[config.mk]
export PLATFORM = sky130hd
export DESIGN_NAME = lms_serial_adapt
export DESIGN_NICKNAME = d
export VERILOG_FILES = /design/src/rtl/lms_serial_adapt.sv
export SDC_FILE = /design/constraint.sdc
export NUM_CORES = 2
export LEC_CHECK = 0
export BUFFER_PORTS_ARGS = -buffer_cell sky130_fd_sc_hd__buf_2
export CAP_MARGIN = 20
export CORE_MARGIN = 8
export CORE_UTILIZATION = 45
export DETAILED_ROUTE_END_ITERATION = 7
export PLACE_DENSITY_LB_ADDON = 0.08
export SYNTH_ARGS = -nofsm -noshare
export SYNTH_HDL_FRONTEND = slang
export SYNTH_SLANG_ARGS = --single-unit
[constraint.sdc]
create_clock -name clk -period 32 [get_ports clk]
set_input_delay 1.6 -clock clk [delete_from_list [all_inputs] [get_ports clk]]
set_output_delay 1.6 -clock clk [all_outputs]
set_load 0.005 [all_outputs]
[src/rtl/lms_serial_adapt.sv]
// lms_serial_adapt: serial LMS adaptive FIR built around one time-multiplexed MAC.
// Each accepted sample pair runs FILTER (TAPS cycles), CALC, then optionally
// UPDATE (TAPS cycles), and finally DONE, where y_out/e_out are published.
// Optional build macro LMS_LEAKAGE_EN adds w >>> LEAK_SHIFT leakage to the update.
// Handshake: a sample is accepted on a rising clk edge where in_valid && in_ready;
// in_ready is high only in IDLE with clear_w low, and clear_w wins over in_valid.
module lms_serial_adapt #(
   parameter int DATA_W     = 16,
   parameter int TAPS       = 8,
   parameter int LEAK_SHIFT = 10
) (
   input  logic                     clk,
   input  logic                     reset,
   input  logic                     in_valid,
   output logic                     in_ready,
   input  logic signed [DATA_W-1:0] x_in,
   input  logic signed [DATA_W-1:0] d_in,
   input  logic signed [DATA_W-1:0] mu,
   input  logic                     adapt_en,
   input  logic                     clear_w,
   output logic signed [DATA_W-1:0] y_out,
   output logic signed [DATA_W-1:0] e_out,
   output logic                     out_valid,
   output logic [2:0]               state_dbg
);

   localparam int LOG2T = $clog2(TAPS);
   localparam int ACC_W = 2*DATA_W + LOG2T;
   localparam int MW    = 2*DATA_W;
   localparam int PW    = 3*DATA_W;
   localparam int WW    = 3*DATA_W + LOG2T + 2;

`ifdef LMS_LEAKAGE_EN
   localparam bit LEAK_ON = 1'b1;
`else
   localparam bit LEAK_ON = 1'b0;
`endif

   localparam logic signed [WW-1:0] SMAX = (WW'(1) <<< (DATA_W-1)) - WW'(1);
   localparam logic signed [WW-1:0] SMIN = -SMAX - WW'(1);
   localparam logic signed [WW-1:0] ZERO = '0;

   typedef enum logic [2:0] {
      IDLE   = 3'd0,
      FILTER = 3'd1,
      CALC   = 3'd2,
      UPDATE = 3'd3,
      DONE   = 3'd4
   } state_t;

   state_t                     state;
   logic [LOG2T-1:0]           k;
   logic signed [DATA_W-1:0]   x [TAPS];
   logic signed [DATA_W-1:0]   w [TAPS];
   logic signed [ACC_W-1:0]    acc;
   logic signed [DATA_W-1:0]   d_r, mu_r, y_r, e_r;
   logic                       adapt_r;

   // Clamp a wide signed value into the Q1.(DATA_W-1) range.
   function automatic logic signed [DATA_W-1:0] sat(input logic signed [WW-1:0] v);
      if (v > SMAX)      return SMAX[DATA_W-1:0];
      else if (v < SMIN) return SMIN[DATA_W-1:0];
      else               return v[DATA_W-1:0];
   endfunction

   // Datapath around the shared tap k.
   logic signed [DATA_W-1:0] w_sel, x_sel, leak, y_c, e_c, w_new;
   logic signed [MW-1:0]     mac_prod, mu_e;
   logic signed [ACC_W-1:0]  acc_sh;
   logic signed [PW-1:0]     mex, upd;
   logic signed [WW-1:0]     w_sum;
   logic                     last_k;

   assign w_sel    = w[k];
   assign x_sel    = x[k];
   assign last_k   = (k == LOG2T'(TAPS-1));
   assign mac_prod = MW'(w_sel) * MW'(x_sel);
   assign acc_sh   = acc >>> (DATA_W-1);
   assign y_c      = sat(WW'(acc_sh));
   assign e_c      = sat(WW'(d_r) - WW'(y_c));
   assign mu_e     = MW'(mu_r) * MW'(e_r);
   assign mex      = PW'(mu_e) * PW'(x_sel);
   assign upd      = mex >>> (2*(DATA_W-1));
   assign leak     = w_sel >>> LEAK_SHIFT;
   assign w_sum    = WW'(w_sel) - (LEAK_ON ? WW'(leak) : ZERO) + WW'(upd);
   assign w_new    = sat(w_sum);

   assign in_ready  = (state == IDLE) && !clear_w;
   assign state_dbg = state;

   // Control FSM together with the delay line, accumulator, weights and outputs.
   always_ff @(posedge clk) begin
      if (reset) begin
         state     <= IDLE;
         k         <= '0;
         acc       <= '0;
         d_r       <= '0;
         mu_r      <= '0;
         y_r       <= '0;
         e_r       <= '0;
         adapt_r   <= 1'b0;
         y_out     <= '0;
         e_out     <= '0;
         out_valid <= 1'b0;
         for (int i = 0; i < TAPS; i++) begin
            x[i] <= '0;
            w[i] <= '0;
         end
      end else begin
         out_valid <= 1'b0;
         case (state)
            IDLE: begin
               if (clear_w) begin
                  for (int i = 0; i < TAPS; i++) w[i] <= '0;
               end else if (in_valid) begin
                  for (int i = TAPS-1; i > 0; i--) x[i] <= x[i-1];
                  x[0]    <= x_in;
                  d_r     <= d_in;
                  mu_r    <= mu;
                  adapt_r <= adapt_en;
                  acc     <= '0;
                  k       <= '0;
                  state   <= FILTER;
               end
            end
            FILTER: begin
               acc <= acc + ACC_W'(mac_prod);
               k   <= k + LOG2T'(1);
               if (last_k) state <= CALC;
            end
            CALC: begin
               y_r <= y_c;
               e_r <= e_c;
               k   <= '0;
               if (adapt_r) begin
                  state <= UPDATE;
               end else begin
                  y_out     <= y_c;
                  e_out     <= e_c;
                  out_valid <= 1'b1;
                  state     <= DONE;
               end
            end
            UPDATE: begin
               w[k] <= w_new;
               k    <= k + LOG2T'(1);
               if (last_k) begin
                  y_out     <= y_r;
                  e_out     <= e_r;
                  out_valid <= 1'b1;
                  state     <= DONE;
               end
            end
            DONE: begin
               state <= IDLE;
            end
            default: state <= IDLE;
         endcase
      end
   end

endmodule
Word-level counts from Yosys, hierarchy flattened
Memory sizes are Yosys's and may differ from the RTL's. A register that Yosys moved wholly into a read port is not among the register bits. Index checks and enable logic that the tools add are counted.

Add/subtract/negate cells: 4. Multiply operators: 3. $lt $le $gt $ge: 6. Equal/unequal tests: 9. Multiplexer cells: 64. Bitwise operators: 17. Reductions and logical operators: 13.

Operators with widths (number): $mux 16 (27); $mux 35 (2); $pmux 35 s2 (1); $mul 16x16->32 (2); $pmux 16 s2 (2); $mul 32x16->48 (1); $mux 3 (12); $add 35x32->35 (1); $gt 20x16->1 const B (1); $lt 20x16->1 const B (1); $add 16x18->19 (1); $gt 19x16->1 const B (1); $lt 19x16->1 const B (1); $gt 17x16->1 const B (1); $lt 17x16->1 const B (1); $mux 1 (17); $sub 16x16->17 (1); $or 1x1->1 (16); $reduce_or 16->1 (1); $pmux 3 s4 (1); $reduce_and 3->1 (4); $ne 2x2->1 const B (5); $pmux 3 s3 (1); $eq 3x2->1 const B (2); other kinds (12) (13).

Register bits after elaboration: 139. Memory bits (writable): 256. Input port bits: 53. Output and inout port bits: 37. Word-level logic and storage cells: 129. Memories kept: 2.

Memory list: w (words 8, width 16, read ports 1, clocked after Yosys merged registers in 1, wr ports 8, RTL line 54) `logic signed [DATA_W-1:0] w [TAPS];`; x (words 8, width 16, read ports 8, clocked after Yosys merged registers in 1, wr ports 8, RTL line 53) `logic signed [DATA_W-1:0] x [TAPS];`.

Longest topological paths before layout
Word-level depth: 9. Gate-level depth with buffers: 58.

Worst setup path before layout
OpenSTA, ideal clock, no wires.

Kind: reg2reg. Start: reg e_r[1]. End: mem w[1][11], data pin. Setup time: 264 ps. Arrival time: 13759 ps. Setup slack: 17977 ps. Stages on the path, launching flop included: 53. Buffers on the path: 5. Cells stage by stage: dfxtp_1 > clkbuf_1 > clkbuf_1 > nand2_1 > fa_1 > fa_1 > fa_1 > fa_1 > inv_1 > fa_1 > inv_1 > fa_1 > inv_1 > ha_1 > a21o_1 > a211oi_1 > a2111oi_0 > o31ai_1 > [... 17 more ...] > nor4bb_1 > a311o_1 > nor2_1 > o31ai_1 > a21oi_1 > xnor2_1 > ha_1 > o21ai_2 > nor2_1 > a311oi_4 > a211oi_2 > o21ai_2 > a31oi_1 > buf_2 > a41o_4 > buf_6 > a21oi_4 > nor2_2.

RTL lines: start: declaration (RTL line 56) `logic signed [DATA_W-1:0] d_r, mu_r, y_r, e_r;`; start signal: assignment (RTL line 100) `e_r <= '0;`; start signal: assignment (RTL line 133) `e_r <= e_c;`; end: declaration (RTL line 54).

==> run_results.csv <==
group,metric,value,unit
synthesis,syn_avg_cell_area,9.72,um^2
setup_path,cp.buffers_inverters,6,
final_layout,final_cell_area,60100,um^2
synthesis,ys.flop_type,"edfxtp_1",
timing,layout_min_cycle_time,17.02,ns
timing,timing.clock.skew,0.0605,ns
synthesis,synth_mux_area_share,3.50,%
synthesis,syn-cell-area,56200,um^2
min_path,hold_path_end,"y_r[15]",
die,start_util,45.4,%
die,rows,129,
timing,max_freq,58.8,MHz
synthesis,synth_area_leaders,"fa_1 37%, edfxtp_1 14%, inv_1 7.7%",
min_path,holdCritStartpoint,"y_r[15]",
setup_path,r2r_cells,47,
setup_path,crit_path_start_kind,"register",
setup_path,crit_top_cell,"fa_1",
synthesis,synth.yosys.seq_area_share,18.7,%
setup_path,cp_num_cells,47,
clock_tree,root_buffer,"clkbuf_16",
global_route,groute.layer.met1.usage,32.3,%
timing,hold_viol,0,
setup_path,cp_top_family,"adder cells",
die,dieArea,137000,um^2
final_layout,drive_above_1_share,7.16,%
power,power_per_cell_area,42.7,nW/um^2
synthesis,synth_top_family_by_area,"adder cells",
timing,finalSetupTns,0,ns
min_path,hp-class,"reg -> reg",
detailed_routing,drcViolationCount,0,
synthesis,synth_fa_ha_area_share,45.0,%
clock_tree,cts_tree,"yes",
global_route,grt_max_degree,128,
clock_tree,cts_sinks,398,
final_layout,final_nets,7196,
synthesis,synth-seq-cells,398,
power,leakage,28.1,nW
global_route,grt_pass1_vias,42445,
place,io_buffers,89,
timing,worstMarginPinSlew,1.13,ns
power,peakVddDrop,0.0441,mV
final_layout,mostFrequentLayoutCells,"1152 x inv_1, 1053 x fa_1, 658 x nand2_1, 552 x nor2_1, 334 x ha_1",
global_route,use_met2,41.2,%
clock_tree,post-cts-setup-buffer-count,0,
place,place_ws,14.82,ns
flow_run,cap_violations,0,
setup_path,slowest_delay,0.84,ns
clock_tree,insertion_delay,0.67,ns
detailed_routing,ant_nets,0,
detailed_routing,drtPass1Iterations,5,
clock_tree,cts_resized,0,
timing,rsz0062_at_grt,"no",
clock_tree,cts_buffer_depth,3,
run_status,status,"finished clean",
global_route,antenna_found_initial,11,
synthesis,synth_top_area_share,37.5,%
synthesis,ys_types,86,
die,die_h,369,um
synthesis,synthArstFlopShare,0,%
die,coreArea,124000,um^2
setup_path,path_class,"reg -> reg",
synthesis,yosys_warnings,0,
detailed_routing,vias,39624,
synthesis,synth_xor_area_share,2.32,%
place,dpl_cell_area,58500,um^2
detailed_routing,wl_per_cell,21.9,um
detailed_routing,initialDrtViolationCount,2668,
final_layout,syn_to_final_growth,6.95,%
clock_tree,cts-buffers-inserted,49,
setup_path,endpoint_kind,"register",
clock_tree,path_clk_slew,0.06,ns
setup_path,slowest_stage,"dfxtp_1",
global_route,grt.busiest_layer,"met2",
setup_path,path_max_fanout,18,
setup_path,timing.rr.end,"w[6][14]",
synthesis,synth-simple-area-share,14.0,%
timing,worst_slack,14.98,ns
die,io_pins,90,
place,routabilityCongestion,0.879,
clock_tree,htree_levels,2,
global_route,grt_pass1_wl,255000,um
global_route,grt-ovfl-total,0,
synthesis,synth_compound_area_share,6.97,%
min_path,holdPathStages,2,
timing,setup_viol,0,
clock_tree,postCtsHoldBufs,0,
synthesis,synth_edf_count,256,
timing,slew_viol_final,0,
synthesis,synth_largest_area_cell,"fa_1",
final_layout,final_common_cell,"inv_1",
setup_path,rrSetupSlack,14.98,ns
timing,finalCritPeriodShare,53.2,%
global_route,grt_use_total,24.2,%
global_route,use_met3,3.34,%
die,die_w,369,um
detailed_routing,totalWireLength,162000,um
setup_path,critPathRequiredTime,32.47,ns
setup_path,arrival,17.49,ns
synthesis,syn_nets,7227,
timing,relSlewSlack,24.3,%
synthesis,synth_cells,5787,
detailed_routing,vias_per_cell,5.33,
setup_path,r2r_start,"e_r[1]",
place,dp_hpwl,125000,um
[area by class of cell]
class	instances	area, um^2
Multi-Input combinational cell	3980	40500
Fill cell	11796	63700
Clock inverter	24	297
Clock buffer	66	1340
Sequential cell	398	10500
Inverter	1157	4350
Tap cell	1637	2050
Timing Repair Buffer	170	1050
Antenna cell	2	5.00
[registers in the layout (all words and copies together) (netlist names), named ones only]
name       count
d_r           16
y_out         16
adapt_r        1
state_dbg      3
e_out         16
e_r           16
k              3
x            128
mu_r          16
acc           35
w            128
out_valid      1
y_r           16
[layer usage]
metal	share of wire, %	wire length [um]
met1	42	68900
met2	49	79600
met3	5.6	9170
met4	2.9	4790
met5	0.016	26
[worst max-delay path by stage]
stage                          end  slack (ns)    from
final                     w[6][14]       14.98  e_r[1]
after CTS                 w[6][14]       14.76  e_r[1]
after detailed placement  w[6][14]       14.82  e_r[1]
after global placement    w[3][14]       15.14  e_r[1]
after floorplan           w[1][11]       17.98  e_r[1]
after global routing      w[3][14]       14.08  e_r[1]
[per-stage QoR]
| stage | util (%) | instances | hold slack, ns | total power [mW] |
|---|---|---|---|---|
| floorplan | - | 5787 | 0.432 | 1.63 |
| global placement | 47.2 | 7341 | 0.444 | 2.00 |
| detailed placement | 47.2 | 7341 | 0.447 | 2.00 |
| CTS | 48.6 | 7431 | 0.456 | 2.58 |
| global route | 48.6 | 7433 | 0.482 | 2.78 |
| finish | 48.6 | 7434 | 0.459 | 2.57 |
[tightest hold or removal path: stages (launching register included)]
cell	delay (ns)
dfxtp_1	0.31
nand2_1	0.05
a21oi_1	0.05
[cell families (layout without fill, tap and decap cells)]
kind of cell | Yosys count | after routing
buf+inv | 1409 | 1417
simple gates | 1751 | 1751
fa+ha+maj | 1390 | 1390
xor+xnor | 147 | 147
other cells | 0 | 2
compound gates | 578 | 578
mux | 114 | 114
flops | 398 | 398
[Yosys cell counts, types with 7 or more instances]
cell      count
a31oi_1      14
mux2i_1      28
o21a_1       13
nor2_1      552
and3_1       13
mux2_2       22
nand2_1     658
nand2b_1     43
clkbuf_1    222
o31ai_1       9
nor2_2        7
o21ai_0     125
a211oi_1     32
nor2b_1      16
o21bai_1     19
nand3_1      33
mux4_2       64
fa_1       1053
buf_2        14
buf_1        12
o211ai_1     10
ha_1        334
a21oi_1     150
nand4_1      16
a21o_1       58
dfxtp_1     142
o21ai_1       8
nor4_1       18
inv_1      1153
a22oi_1      22
a22o_1       32
or3_1         9
and2_1      309
edfxtp_1    256
nor3_1       48
a21oi_4      10
xnor2_1      94
xor2_1       51
[power by group]
part	switching, mW	total [mW]	internal, mW	leakage (nW)
registers	0.0255	0.603	0.578	3.91
clock network	0.239	0.569	0.330	0.805
logic	0.850	1.40	0.547	23.4
Note: power is estimated with default switching activity, not from simulation.
